===== src/rtl/mac_pkg.sv =====
// Shared types and helpers for the vector multiply-accumulate datapath.
package mac_pkg;

  typedef enum logic [1:0] {
    IDLE    = 2'd0,
    WAIT_W  = 2'd1,
    WAIT_IN = 2'd2
  } pair_state_t;

  function automatic int acc_width(input int k, input int n_max);
    return 2 * k + $clog2(n_max);
  endfunction

  function automatic int len_width(input int n_max);
    return $clog2(n_max + 1);
  endfunction

  // Fill bit used when widening an operand or product.
  function automatic logic ext_bit(input logic msb, input logic is_signed);
    return is_signed & msb;
  endfunction

endpackage


===== src/rtl/mac_pair_buf.sv =====
// Pairs operand and weight strobes through one-entry holds; flags strobes
// that arrive with nothing to pair against.
module mac_pair_buf
  import mac_pkg::*;
#(
  parameter int K = 4
) (
  input  logic         clk,
  input  logic         reset,
  input  logic         clear,
  input  logic [K-1:0] in,
  input  logic         data_strobe_in,
  input  logic [K-1:0] w,
  input  logic         data_strobe_w,
  output logic         in_ready,
  output logic         w_ready,
  output logic         fire,
  output logic [K-1:0] fire_in,
  output logic [K-1:0] fire_w,
  output logic         err_ovf,
  output logic         idle
);

  pair_state_t  state;
  logic [K-1:0] hold_in;
  logic [K-1:0] hold_w;

  assign in_ready = (state != WAIT_W)  || data_strobe_w;
  assign w_ready  = (state != WAIT_IN) || data_strobe_in;
  assign idle     = (state == IDLE);

  // NOTE: every signal gets a default before the case so no path infers a latch.
  always_comb begin
    fire    = 1'b0;
    fire_in = in;
    fire_w  = w;
    case (state)
      IDLE:    fire = data_strobe_in && data_strobe_w;
      WAIT_W:  begin fire = data_strobe_w;  fire_in = hold_in; end
      WAIT_IN: begin fire = data_strobe_in; fire_w  = hold_w;  end
      default: fire = 1'b0;
    endcase
    if (clear) fire = 1'b0;
  end

  // NOTE: state uses non-blocking (<=) so every flop samples pre-edge values.
  always_ff @(posedge clk or negedge reset) begin
    if (!reset) begin
      state   <= IDLE;
      hold_in <= '0;
      hold_w  <= '0;
      err_ovf <= 1'b0;
    end else if (clear) begin
      state   <= IDLE;
      hold_in <= '0;
      hold_w  <= '0;
    end else begin
      if ((data_strobe_in && !in_ready) || (data_strobe_w && !w_ready))
        err_ovf <= 1'b1;
      case (state)
        IDLE: begin
          if (data_strobe_in && !data_strobe_w) begin
            hold_in <= in;
            state   <= WAIT_W;
          end else if (data_strobe_w && !data_strobe_in) begin
            hold_w <= w;
            state  <= WAIT_IN;
          end
        end
        // A pair fires from the hold; a simultaneous new operand refills it.
        WAIT_W: if (data_strobe_w) begin
          if (data_strobe_in) hold_in <= in;
          else                state   <= IDLE;
        end
        WAIT_IN: if (data_strobe_in) begin
          if (data_strobe_w) hold_w <= w;
          else               state  <= IDLE;
        end
        default: state <= IDLE;
      endcase
    end
  end

endmodule


===== src/rtl/mac_vec.sv =====
// Vector MAC: pairs operand/weight streams, multiplies in a registered stage
// and accumulates vec_len products per dot product, one result pulse each.
module mac_vec
  import mac_pkg::*;
#(
  parameter int K      = 4,
  parameter int N_MAX  = 4,
  parameter int SIGNED = 1,
  parameter int ACC_W  = acc_width(K, N_MAX),
  parameter int LW     = len_width(N_MAX)
) (
  input  logic             clk,
  input  logic             reset,
  input  logic [K-1:0]     in,
  input  logic             data_strobe_in,
  input  logic [K-1:0]     w,
  input  logic             data_strobe_w,
  output logic             in_ready,
  output logic             w_ready,
  input  logic [LW-1:0]    vec_len,
  input  logic             clear,
  output logic [ACC_W-1:0] mac_out,
  output logic             out_valid,
  output logic             busy,
  output logic             err_ovf
);

  localparam logic IS_SIGNED = (SIGNED != 0);

  logic         fire, pair_idle;
  logic [K-1:0] fire_in, fire_w;

  mac_pair_buf #(.K(K)) u_pair_buf (
    .clk            (clk),
    .reset          (reset),
    .clear          (clear),
    .in             (in),
    .data_strobe_in (data_strobe_in),
    .w              (w),
    .data_strobe_w  (data_strobe_w),
    .in_ready       (in_ready),
    .w_ready        (w_ready),
    .fire           (fire),
    .fire_in        (fire_in),
    .fire_w         (fire_w),
    .err_ovf        (err_ovf),
    .idle           (pair_idle)
  );

  logic [LW-1:0] cnt, len_q, eff_len, cur_len;
  logic          first, last;

  assign eff_len = (vec_len == '0 || vec_len > LW'(N_MAX)) ? LW'(N_MAX) : vec_len;
  assign first   = (cnt == '0);
  assign cur_len = first ? eff_len : len_q;
  assign last    = (cnt == cur_len - LW'(1));

  // Operands widened to 2K so the truncated product is correct in either signedness.
  logic [2*K-1:0] op_a, op_b, prod_d;
  assign op_a   = {{K{ext_bit(fire_in[K-1], IS_SIGNED)}}, fire_in};
  assign op_b   = {{K{ext_bit(fire_w[K-1],  IS_SIGNED)}}, fire_w};
  assign prod_d = op_a * op_b;

  logic [2*K-1:0]   prod;
  logic             p_valid, p_first, p_last, a_valid;
  logic [ACC_W-1:0] acc, prod_ext, acc_sum;

  always_comb begin
    prod_ext = '0;
    prod_ext[2*K-1:0] = prod;
    for (int i = 2 * K; i < ACC_W; i++) prod_ext[i] = ext_bit(prod[2*K-1], IS_SIGNED);
  end

  assign acc_sum = (p_first ? '0 : acc) + prod_ext;
  assign busy    = !pair_idle || (cnt != '0) || p_valid || a_valid;

  // NOTE: datapath registers are reset too, since mac_out must read 0 out of reset.
  always_ff @(posedge clk or negedge reset) begin
    if (!reset) begin
      cnt       <= '0;
      len_q     <= '0;
      prod      <= '0;
      p_valid   <= 1'b0;
      p_first   <= 1'b0;
      p_last    <= 1'b0;
      acc       <= '0;
      a_valid   <= 1'b0;
      mac_out   <= '0;
      out_valid <= 1'b0;
    end else if (clear) begin
      cnt       <= '0;
      p_valid   <= 1'b0;
      a_valid   <= 1'b0;
      acc       <= '0;
      out_valid <= 1'b0;
    end else begin
      p_valid   <= fire;
      a_valid   <= p_valid;
      out_valid <= p_valid && p_last;
      if (fire) begin
        if (first) len_q <= eff_len;
        cnt     <= last ? '0 : cnt + LW'(1);
        prod    <= prod_d;
        p_first <= first;
        p_last  <= last;
      end
      if (p_valid) begin
        acc <= acc_sum;
        if (p_last) mac_out <= acc_sum;
      end
    end
  end

endmodule


===== config.mk =====
export PLATFORM = sky130hd
export DESIGN_NAME = mac_vec
export DESIGN_NICKNAME = d
export VERILOG_FILES = /design/src/rtl/mac_pkg.sv /design/src/rtl/mac_pair_buf.sv /design/src/rtl/mac_vec.sv
export SDC_FILE = /design/constraint.sdc
export NUM_CORES = 1
export LEC_CHECK = 0
export BUFFER_PORTS_ARGS = -buffer_cell sky130_fd_sc_hd__buf_2
export CAP_MARGIN = 20
export CORE_MARGIN = 2
export CORE_UTILIZATION = 60
export DETAILED_ROUTE_END_ITERATION = 8
export HOLD_SLACK_MARGIN = 0.15
export PLACE_DENSITY = 0.8
export SLEW_MARGIN = 10
export SYNTH_ARGS = -nofsm -noshare
export SYNTH_HDL_FRONTEND = slang
export SYNTH_HIERARCHICAL = 1
export SYNTH_SLANG_ARGS = --single-unit

===== constraint.sdc =====
create_clock -name clk -period 5.7 [get_ports clk]
set_input_delay 0.285 -clock clk [delete_from_list [all_inputs] [get_ports clk]]
set_output_delay 0.285 -clock clk [all_outputs]
set_load 0.005 [all_outputs]

; ---- Yosys cells after proc, flatten, opt, wreduce, memory -nomap -nowiden
; Index checks and enable logic that the tools add are counted.
[totals]
regBits = 50
latchBits = 0
mem_bits_rw = 0
mem_bits_ro = 0
out_inout_bits = 15
n_memories = 0
[classes]
add_sub_neg = 3
multipliers = 1
div = 0
magnitude_cmp = 1
n_eq_ne = 15
shifts = 0
muxes = 34
n_bitwise = 1
n_reduce_logical = 32
[op_table]
columns = operator, count
row1 = 2-to-1 mux 4 bit, 11
row2 = 2-to-1 mux 10 bit, 3
row3 = != test 3 bit (second input constant), 7
row4 = one-hot mux 4 bit (2 select lines), 2
row5 = 2-to-1 mux 3 bit, 5
row6 = 2-to-1 mux 2 bit, 7
row7 = adder 10 bit, 1
row8 = AND reduction 5 bit, 2
row9 = nonzero test 3 bit, 3
row10 = multiplier 4 x 4 -> 8 bit, 1
row11 = logical OR 1 bit, 7
row12 = logical AND 1 bit, 6
row13 = zero test 3 bit, 2
row14 = != test 3 x 2 -> 1 bit (second input constant), 2
row15 = one-hot mux 2 bit (3 select lines), 1
row16 = zero test 1 bit, 5
row17 = 2-to-1 mux 1 bit, 4
row18 = != test 4 x 2 -> 1 bit (second input constant), 1
row19 = AND reduction 2 bit, 2
row20 = AND reduction 4 bit, 1
row21 = nonzero test 2 bit, 2
row22 = adder 3 x 1 -> 3 bit (second input constant), 1
row23 = == test 3 bit, 1
row24 = > comparator 3 bit (second input constant), 1
row25 = other kinds (9), 9

; ---- Longest topological paths before layout
; Gate-level depths: netlist of run 1.
[depth]
ltp_word = 9
depth_mapped = 16
depth_no_buf = 14

; ---- By module
; The synthesis of run 1 kept the hierarchy.
[modules_own_cells]
columns = module, n_inst, cells_per_inst, area_each_um2, seq_area_each_um2
row1 = mac_vec, 1, 287, 2737.6, 975.9
row2 = mac_pair_buf, 1, 69, 711.9, 275.3

; ---- Least setup slack after synthesis of run 1
; OpenSTA, ideal clock, no wires.
[synth_timing]
path_type = reg-to-reg
start = register u_pair_buf.state[0]
end = register prod[7]
setup_ns = 0.128
arrival_time_ns = 3.905
slack_ns = 1.667
path_stages_with_launch = 16
n_path_buf = 2
cell_sequence = dfrtp_1 -> buf_2 -> nor2b_1 -> buf_2 -> mux2_2 -> nand2b_1 -> fa_1 -> fa_1 -> inv_1 -> fa_1 -> ha_1 -> fa_1 -> a21o_1 -> a21oi_1 -> xnor2_1 -> o21ai_0
[synth_via]
elab_cells_between_ends = 9
cone_classes = 1 x mul / 2 x eq/ne / 4 x mux / 2 x reduce/logical
[synth_rtl]
columns = element, line_no
row1 = "start, declared", mac_pair_buf.sv:24  ; pair_state_t state;
row2 = "start signal, assigned", mac_pair_buf.sv:49  ; state <= IDLE;
row3 = "start signal, assigned", mac_pair_buf.sv:54  ; state <= IDLE;
row4 = "start signal, assigned", mac_pair_buf.sv:64  ; state <= WAIT_W;
row5 = == test 2 x 1 -> 1 bit, mac_pair_buf.sv:37  ; case (state)
row6 = 2-to-1 mux 4 bit, mac_pair_buf.sv:37
row7 = via fire_in[0], mac_vec.sv:31  ; logic [K-1:0] fire_in, fire_w;
row8 = multiplier 4 x 4 -> 8 bit, mac_vec.sv:62  ; assign prod_d = op_a * op_b;
row9 = "end signal, assigned", mac_vec.sv:103  ; prod <= prod_d;
row10 = "end, declared", mac_vec.sv:64  ; logic [2*K-1:0] prod;
; The timed path passes the listed nets, and every way through them passes these cells.
; A chain may end at the register's enable or synchronous reset.

; ---- Worst setup path after layout of run 1
; Same ends and word-level chain as after synthesis.

==> results of run 1 <==
-- report_power, final --
part	internal [W]	switching (W)	total, W
sequential	0.000400	0.0000398	0.000440
clock	0.000187	0.000123	0.000310
combinational	0.000166	0.000195	0.000361
total	0.000754	0.000358	0.00111
-- logic make-up (layout without fill, tap and decap cells) --
logic type	after synthesis	in the layout	synth area share, %
AOI/OAI and AO/OA	43	43	7.871
adders and majority gates	36	36	15.16
xor gates and xnor gates	18	18	4.969
buffers and inverters	34	63	3.772
muxes	30	30	9.249
and+or+nand+nor	145	145	22.71
DFF	50	50	36.27
-- worst min path at each step --
stage / from / endpoint / slack (ns) / depth (start not counted)
after CTS: reset / mac_out[5] / 0.22 / 1
after global placement: u_pair_buf/err_ovf / u_pair_buf/err_ovf / 0.45 / 2
after detailed placement: mac_out[5] / mac_out[5] / 0.46 / 2
after global routing: w[1] / u_pair_buf/hold_w[1] / 0.25 / 3
final: w[1] / u_pair_buf/hold_w[1] / 0.24 / 3
after floorplan: reset / a_valid / -0.01 / 0
-- flip-flops by register name (all words and copies together) (netlist names) --
signal	flops
a_valid	1
acc	10
cnt	3
len_q	3
mac_out	10
out_valid	1
p_first	1
p_last	1
p_valid	1
prod	8
u_pair_buf/err_ovf	1
u_pair_buf/hold_in	4
u_pair_buf/hold_w	4
u_pair_buf/state	2
-- final cells by class --
class / instances / area [µm²] / share of cell area, %
flip-flops and latches: 50 / 1251 / 32.77
clock inverters: 2 / 60.06 / 1.573
multi-input cells: 272 / 2068 / 54.16
repair buffers: 32 / 180.2 / 4.718
well taps: 72 / 90.09 / 2.359
clock buffers: 6 / 82.58 / 2.163
inverters: 23 / 86.33 / 2.261
-- synthesized netlist by cell type (2+ instances only) --
cell type | instances | area, µm²
a211oi_1 | 2 | 15.01
a21o_1 | 4 | 30.03
a21oi_1 | 11 | 55.05
and2_1 | 9 | 56.30
buf_2 | 2 | 10.01
clkbuf_1 | 9 | 33.78
dfrtp_1 | 50 | 1251
fa_1 | 10 | 200.2
ha_1 | 25 | 312.8
inv_1 | 22 | 82.58
mux2_2 | 14 | 157.7
mux2i_1 | 15 | 150.1
nand2_1 | 41 | 153.9
nand2b_1 | 27 | 168.9
nand3_1 | 7 | 35.03
nand4b_1 | 2 | 17.52
nor2_1 | 22 | 82.58
nor2b_1 | 19 | 118.9
nor3_1 | 5 | 25.02
nor3b_1 | 2 | 15.01
o21ai_0 | 15 | 75.07
o21ai_1 | 2 | 10.01
or3_1 | 2 | 12.51
xnor2_1 | 11 | 96.34
xor2_1 | 6 | 52.55
-- routing by layer --
layer | global-route usage (%) | vias up | part of all wire (%)
li1 | - | 1252 | -
met1 | 26.90 | 1235 | 44
met2 | 41.43 | 55 | 50
met3 | 3.959 | 13 | 3.6
met4 | 7.119 | 0 | 2.0
met5 | 0 | - | 0
-- worst min-delay path, delay by kind of cell --
| kind | cells | cell delay, ns |
|---|---|---|
| buffers and inverters | 1 | 0.10 |
| AND/OR/NAND/NOR | 1 | 0.06 |
| multiplexers | 1 | 0.06 |
-- per-stage QoR --
step                      area, µm²  cells  util [%]  total power [W]
after CTS                      3789    455     68.38         0.001112
final                          3819    457     68.93         0.001111
after floorplan                3450    356         -        0.0007131
after global routing           3819    457     68.93         0.001184
after global placement         3646    447     65.81        0.0007824
after detailed placement       3646    447     65.81        0.0008000
==> impl_metrics.py, run 1 <==
metrics = {
    "outcome": {
        "outcome": "complete, no violations",
    },
    "final_layout": {
        "area_growth_pct": 10.70,
        "final_cell_mix": "50 x dfrtp_1, 41 x nand2_1, 30 x buf_2",
        "nets": 435,
        "antenna_cells": 0,
        "fillers": 439,
        "final_common_cell": "dfrtp_1",
        "drive_gt1_share_pct": 16.10,
    },
    "floorplanning": {
        "fp.dieH_um": 79.83,
        "io_pins": 31,
        "rows": 27,
        "initial_core_util_pct": 62.26,
        "core_area_um2": 5540,
        "die_area_um2": 6372,
        "die_x_um": 79.83,
    },
    "yosys": {
        "synth_nets": 407,
        "ys_async_sr_fraction_pct": 100.0,
        "ys_ff_latch": 50,
        "yosysUniqueCellTypes": 47,
        "ys_warn_count": 6,
        "synth_edf_count": 0,
        "synth.cell_area_um2": 3450,
        "ys.flop_type": "dfrtp_1",
        "synthCells": 356,
        "avgSynthCellArea_um2": 9.690,
        "yosysSeqAreaShare_pct": 36.27,
    },
    "clocking": {
        "cts_tree": "done",
        "cts.clk_slew.worst_paths_ns": 0.09,
        "htree_levels": 2,
        "ctsHoldBuffers": 0,
        "clockBufferDepth": 2,
        "numCtsBuffers": 5,
        "root_buffer": "clkbuf_8",
        "post_cts_buffers": 0,
        "worstSkewPairLatency_ns": 0.31,
        "cts_resized": 0,
        "clock-sinks": 50,
    },
    "setup_path": {
        "path_class": "flip-flop to flip-flop",
        "crit_top_cell": "fa_1",
        "start_kind": "flip-flop",
        "rrSetupSlack_ns": 1.13,
        "cp.arrival_ns": 4.74,
        "max_stage_delay_ns": 0.53,
        "crit_start": "u_pair_buf/state[0]",
        "worstPathRequired_ns": 5.87,
        "crit_chain": "nor2b_1 -> mux2_2 -> nand2b_1 -> fa_1 -> fa_1 -> inv_1 -> fa_1 -> ha_1 -> fa_1 -> a21o_1 -> a21oi_1 -> xnor2_1 -> o21ai_0",
        "critPathMaxFanout": 8,
        "endpoint": "prod[7]",
        "crit_family": "adder cells",
        "rr_worst_depth": 13,
        "endpoint_kind": "flip-flop",
        "cp.depth": 13,
        "worst_path_max_delay_cell": "nor2b_1",
        "timing.rr.end": "prod[7]",
        "critical_path_buf_inv_count": 1,
        "rr_startpoint": "u_pair_buf/state[0]",
    },
    "placement": {
        "gp_congestion": 0.8408,
        "portBuffers": 30,
        "dpl_worst_slack_ns": 1.224,
        "dp_hpwl_um": 4867,
    },
    "detailed_routing": {
        "drt_first_pass_iters": 4,
        "drt_iter0_drc": 96,
        "detail_route.drc_violations": 0,
        "ant_nets": 0,
        "num_vias": 2555,
        "wirelength_um": 6603,
        "drt-wirelength-per-cell_um": 14.45,
        "viasPerCell": 5.591,
    },
    "sta": {
        "worst_slack_ns": 1.128,
        "slew_headroom_pct": 50.11,
        "timing.fmax_ghz": 0.2187,
        "fin_skew_ns": 0.01727,
        "rsz0062_at_grt": "no",
        "whs_ns": 0.2387,
        "final-setup-viol-count": 0,
        "maxSlewViolCount": 0,
        "period_needed_ns": 4.572,
        "hold_viol": 0,
        "finalCritPeriodShare_pct": 80.22,
        "setup_tns_ns": 0,
        "worst_slew_pin_slew_ns": 0.7426,
    },
    "global_route": {
        "grt_antenna_before_repair": 0,
        "grt_max_degree": 51,
        "track_usage_pct": 22.65,
        "grt_first_pass_wirelength_um": 11380,
        "grt_pass1_vias": 2605,
        "overflow": 0,
    },
    "power": {
        "peakVddDrop_uv": 159.1,
        "leakage_nw": 1.877,
        "power_density_nw_per_um2": 291.0,
    },
    "job": {
        "cap_violations": 0,
    },
    "min_path": {
        "hold_class": "primary input to flip-flop",
    },
}
Note: power is estimated with default switching activity, not from simulation.
==> inputs of run 2 (changes only) <==
- clock period: 5.7 -> 4.7 ns (I/O delays scaled with it)
==> impl_metrics.py, run 2 (synthesized netlist as in run 1, its figures left out) <==
metrics = {
    "global_route": {
        "grt_first_pass_wirelength_um": 11110,
        "overflow": 0,
        "grt_antenna_before_repair": 0,
        "grt_pass1_vias": 2531,
        "track_usage_pct": 22.18,
        "grt_max_degree": 51,
    },
    "detailed_routing": {
        "viasPerCell": 5.407,
        "wirelength_um": 6159,
        "ant_nets": 0,
        "drt-wirelength-per-cell_um": 13.48,
        "drt_first_pass_iters": 5,
        "drt_iter0_drc": 99,
        "detail_route.drc_violations": 0,
        "num_vias": 2471,
    },
    "clocking": {
        "htree_levels": 2,
        "clockBufferDepth": 2,
        "clock-sinks": 50,
        "worstSkewPairLatency_ns": 0.31,
        "cts.clk_slew.worst_paths_ns": 0.09,
        "numCtsBuffers": 5,
        "cts_tree": "done",
        "root_buffer": "clkbuf_8",
    },
    "sta": {
        "timing.fmax_ghz": 0.2280,
        "fin_skew_ns": 0.01073,
        "rsz0062_at_grt": "no",
        "worst_slew_pin_slew_ns": 0.7907,
        "period_needed_ns": 4.386,
        "whs_ns": 0.1838,
        "slew_headroom_pct": 46.88,
        "hold_viol": 0,
        "setup_tns_ns": 0,
        "maxSlewViolCount": 0,
        "finalCritPeriodShare_pct": 93.31,
        "final-setup-viol-count": 0,
    },
    "setup_path": {
        "worst_path_max_delay_cell": "dfrtp_1",
        "endpoint": "prod[7]",
        "crit_top_cell": "fa_1",
        "timing.rr.end": "prod[7]",
        "critPathMaxFanout": 8,
        "crit_chain": "nor2b_1 -> buf_4 -> mux2_1 -> nand2_1 -> fa_1 -> fa_1 -> inv_1 -> fa_1 -> ha_1 -> fa_1 -> a21o_1 -> a21oi_1 -> xnor2_1 -> o21ai_0",
        "rrSetupSlack_ns": 0.31,
        "rr_startpoint": "u_pair_buf/state[0]",
        "cp.arrival_ns": 4.55,
        "rr_worst_depth": 14,
        "endpoint_kind": "flip-flop",
        "max_stage_delay_ns": 0.52,
        "start_kind": "flip-flop",
        "path_class": "flip-flop to flip-flop",
        "crit_start": "u_pair_buf/state[0]",
        "worstPathRequired_ns": 4.87,
    },
    "min_path": {
        "hold_class": "primary input to flip-flop",
    },
    "job": {
        "cap_violations": 0,
    },
    "power": {
        "peakVddDrop_uv": 186.5,
        "leakage_nw": 1.846,
        "power_density_nw_per_um2": 323.1,
    },
    "floorplanning": {
        "initial_core_util_pct": 62.26,
        "io_pins": 31,
        "rows": 27,
        "core_area_um2": 5540,
        "die_x_um": 79.83,
        "die_area_um2": 6372,
        "fp.dieH_um": 79.83,
    },
    "final_layout": {
        "antenna_cells": 0,
        "final_common_cell": "dfrtp_1",
        "reg_top3": "acc x10, mac_out x10, prod x8",
        "final_cell_mix": "50 x dfrtp_1, 41 x nand2_1, 29 x buf_2",
        "nets": 435,
        "area_growth_pct": 8.886,
        "drive_gt1_share_pct": 16.10,
        "fillers": 459,
    },
    "placement": {
        "dp_hpwl_um": 4592,
        "gp_congestion": 0.8362,
        "portBuffers": 30,
    },
    "outcome": {
        "outcome": "complete, no violations",
    },
}
-- run 2: final cells by class --
class                           count  area (µm²)  share of cell area [%]
Multi-Input combinational cell    272        2068                   55.06
Sequential cell                    50        1251                   33.31
Timing Repair Buffer               32       170.2                   4.530
Tap cell                           72       90.09                   2.398
Inverter                           23       86.33                   2.298
Clock buffer                        5       68.82                   1.832
Clock inverter                      3       21.27                  0.5663
-- run 2: worst min path at each step --
stage	from	to	depth (start not counted)
after CTS	reset	mac_out[3]	1
after global routing	in[3]	u_pair_buf/hold_in[3]	3
after floorplan	reset	a_valid	0
final	in[3]	u_pair_buf/hold_in[3]	3
after global placement	u_pair_buf/err_ovf	u_pair_buf/err_ovf	2
after detailed placement	mac_out[5]	mac_out[5]	2
-- run 2: layer usage --
layer	vias up	GRT usage [%]	wire, µm
li1	1247	-	-
met1	1175	27.05	2813
met2	41	39.50	3053
met3	8	3.733	185
met4	0	7.797	107
met5	-	0	0
-- run 2: timing repair --
| action | in CTS | in global routing |
|---|---|---|
| hold buffers | 0 | 1 |
| setup buffers | 0 | 0 |
| resized for setup | 0 | 0 |
| endpoints found under the setup margin | 0 | 0 |
| hold endpoints to repair | 0 | 50 |
-- run 2: report_power, final --
part,leakage (nW),internal [W],switching (W)
registers,0.670,0.000485,0.0000483
clock network,0.0441,0.000105,0.000149
logic,1.13,0.000199,0.000227
total,1.85,0.000789,0.000424
-- run 2: stage by stage --
step / setup WS [ns] / utilization, % / total power [W] / std cells / area (µm²)
6_report: 0.3145 / 67.80 / 0.001213 / 457 / 3756
5_1_grt: 0.06807 / 67.80 / 0.001311 / 457 / 3756
4_1_cts: 0.3256 / 67.57 / 0.001226 / 456 / 3744
3_5_place_dp: 0.3520 / 65.94 / 0.0009660 / 448 / 3654
3_3_place_gp: 0.5014 / 65.94 / 0.0009497 / 448 / 3654
2_1_floorplan: 0.6673 / - / 0.0008648 / 356 / 3450
-- run 2: worst max-delay path: cells and delay by family (launching register included) --
family	cells	cell delay [ns]
multiplexers	1	0.36
buffers and inverters	2	0.26
flip-flops	1	0.52
AO/OA/AOI/OAI	3	0.43
AND/OR/NAND/NOR	2	0.51
adder cells (fa/ha/maj)	5	2.06
XOR/XNOR	1	0.13
==> inputs of run 3 (changes only) <==
- SYNTH_HIERARCHICAL: 1 -> unset
==> impl_metrics.py, run 3 <==
metrics = {
    "final_layout": {
        "antenna_cells": 0,
        "area_growth_pct": 9.024,
        "final_cell_mix": "50 x dfrtp_1, 37 x nand2_1, 29 x buf_2",
        "nets": 455,
        "drive_gt1_share_pct": 16.17,
        "final_common_cell": "dfrtp_1",
        "reg_top3": "acc x10, mac_out x10, prod x8",
    },
    "sta": {
        "maxSlewViolCount": 0,
        "rsz0062_at_grt": "no",
        "setup_tns_ns": 0,
        "slew_headroom_pct": 50.65,
        "hold_viol": 0,
        "final-setup-viol-count": 0,
        "timing.fmax_ghz": 0.2242,
        "worst_slew_pin_slew_ns": 0.7402,
        "fin_skew_ns": 0.008847,
        "period_needed_ns": 4.460,
        "finalCritPeriodShare_pct": 94.90,
    },
    "yosys": {
        "synth_mux_area_share_pct": 8.181,
        "synthCells": 373,
        "yosys.area_share.adder_pct": 15.45,
        "yosysUniqueCellTypes": 58,
        "synth_commonest_cells": "50 x dfrtp_1, 37 x nand2_1, 28 x ha_1",
        "avgSynthCellArea_um2": 9.553,
        "synth-xor-area-share_pct": 3.687,
        "ys_top_cells_by_area": "dfrtp_1 35%, ha_1 9.8%, fa_1 5.6%",
        "synth_edf_count": 0,
        "synth-compound-area-share_pct": 14.99,
        "yosys.area.top_type": "dfrtp_1",
        "synth.top_cell.area_share_pct": 35.11,
        "yosysSeqAreaShare_pct": 35.11,
        "synth_nets": 427,
        "synth_top_family_by_area": "simple AND/OR/NAND/NOR gates",
        "synth.cell_area_um2": 3563,
        "synth.most_common_cell": "dfrtp_1",
        "ys.flop_type": "dfrtp_1",
        "ys_warn_count": 0,
        "ys_ff_latch": 50,
        "ys_async_sr_fraction_pct": 100.0,
        "synthSimpleGateAreaFrac_pct": 18.05,
    },
    "detailed_routing": {
        "viasPerCell": 5.732,
        "wl_met2_um": 3492,
        "wl_met3_um": 181,
        "detail_route.drc_violations": 0,
        "wl_met1_um": 3266,
        "ant_nets": 0,
        "routed.top_layer": "met4",
        "wirelength_um": 7031,
        "drt-wirelength-per-cell_um": 14.74,
        "drt_iter0_drc": 162,
        "drt_first_pass_iters": 4,
        "num_vias": 2734,
    },
    "setup_path": {
        "start_kind": "flip-flop",
        "max_stage_delay_ns": 0.54,
        "worstPathRequired_ns": 4.90,
        "crit_top_cell": "fa_1",
        "worst_path_max_delay_cell": "fa_1",
        "endpoint_kind": "flip-flop",
        "critPathMaxFanout": 6,
        "crit_chain": "nor2b_1 -> mux2i_1 -> or2_2 -> fa_1 -> fa_1 -> fa_1 -> inv_1 -> ha_1 -> inv_1 -> fa_1 -> nor2b_1 -> o21ai_0 -> and3_1 -> o211a_1 -> a211o_1",
        "cp.arrival_ns": 4.66,
        "rrSetupSlack_ns": 0.24,
        "path_class": "flip-flop to flip-flop",
    },
    "placement": {
        "gp_congestion": 0.8937,
        "dp_hpwl_um": 5244,
        "portBuffers": 30,
    },
    "clocking": {
        "root_buffer": "clkbuf_8",
        "clockBufferDepth": 2,
        "cts_resized": 0,
        "numCtsBuffers": 5,
        "cts.clk_slew.worst_paths_ns": 0.09,
        "worstSkewPairLatency_ns": 0.30,
        "htree_levels": 2,
        "cts_tree": "done",
        "clock-sinks": 50,
    },
    "global_route": {
        "overflow": 0,
        "grt_antenna_before_repair": 0,
        "grt_pass1_vias": 2669,
        "track_usage_pct": 24.01,
        "grt_first_pass_wirelength_um": 12280,
        "grt_max_degree": 51,
    },
    "power": {
        "peakVddDrop_uv": 216.8,
        "leakage_nw": 1.878,
        "power_density_nw_per_um2": 386.1,
        "power_w": 0.001500,
    },
    "floorplanning": {
        "rows": 28,
        "io_pins": 31,
        "fp.dieH_um": 81.07,
        "core_area_um2": 5816,
        "die_area_um2": 6572,
        "die_x_um": 81.07,
        "initial_core_util_pct": 61.27,
    },
    "min_path": {
        "hold_class": "primary input to flip-flop",
    },
    "job": {
        "cap_violations": 0,
    },
    "outcome": {
        "outcome": "complete, no violations",
    },
}
-- run 3: metal layers --
metal / track usage, % / vias to the layer above
met3: 3.333 / 10
met2: 41.82 / 42
li1: - / 1357
met4: 5.763 / 0
met1: 31.68 / 1325
met5: 0 / -
-- run 3: power by group --
| part | internal [W] | switching (W) | total, W |
|---|---|---|---|
| Clock | 0.000119 | 0.000151 | 0.000269 |
| Sequential | 0.000530 | 0.0000767 | 0.000606 |
| Combinational | 0.000287 | 0.000338 | 0.000624 |
| Total | 0.000935 | 0.000565 | 0.00150 |
-- run 3: final cells by class --
cell class                 instances  area, µm²
multi-input combinational        283       2151
timing repair buffer              36      200.2
clock buffer                       6      82.58
inverter                          25      93.84
sequential                        50       1251
tap                               75      93.84
fill                             471       1931
clock inverter                     2      12.51
-- run 3: kinds of logic (layout without fill, tap and decap cells) --
logic type,count (synthesis),after routing
AOI/OAI and AO/OA,77,77
xor gates and xnor gates,15,15
adders and majority gates,38,38
buffers and inverters,40,69
DFF,50,50
muxes,27,27
and+or+nand+nor,126,126
-- run 3: metrics by stage --
step / hold WS (ns) / setup WS, ns / cells / utilization [%] / cell area [µm²]
after CTS: 0.1728 / 0.2188 / 476 / 66.59 / 3872
after floorplan: -0.06059 / 0.5028 / 373 / - / 3563
after detailed placement: 0.4594 / 0.2339 / 468 / 64.95 / 3777
after global placement: 0.4470 / 0.4244 / 468 / 64.95 / 3777
after global routing: 0.2534 / 0.01077 / 477 / 66.80 / 3885
final: 0.2501 / 0.2399 / 477 / 66.80 / 3885
-- run 3: what timing repair did --
action / 4_1_cts / 5_1_grt
buffers inserted: 0 / 0
hold buffers: 0 / 1
endpoints found under the hold margin: 0 / 50
-- run 3: final timing paths --
check / cells past startpoint / startpoint / endpoint
max in group asynchronous: 2 / reset / u_pair_buf.hold_in[0]
min in group asynchronous: 2 / reset / len_q[2]
setup / recovery: 15 / u_pair_buf.state[1] / prod[7]
setup reg to reg: 15 / u_pair_buf.state[1] / prod[7]
hold / removal: 3 / in[0] / u_pair_buf.hold_in[0]
hold reg to reg: 1 / u_pair_buf.err_ovf / u_pair_buf.err_ovf
-- run 3: critical path: cells and delay by family, from the launching register on --
family,cells,cell delay (ns)
adders and majority gates,5,2.02
and+or+nand+nor,4,1.09
AOI/OAI and AO/OA,3,0.51
DFF,1,0.43
muxes,1,0.17
buffers and inverters,2,0.13
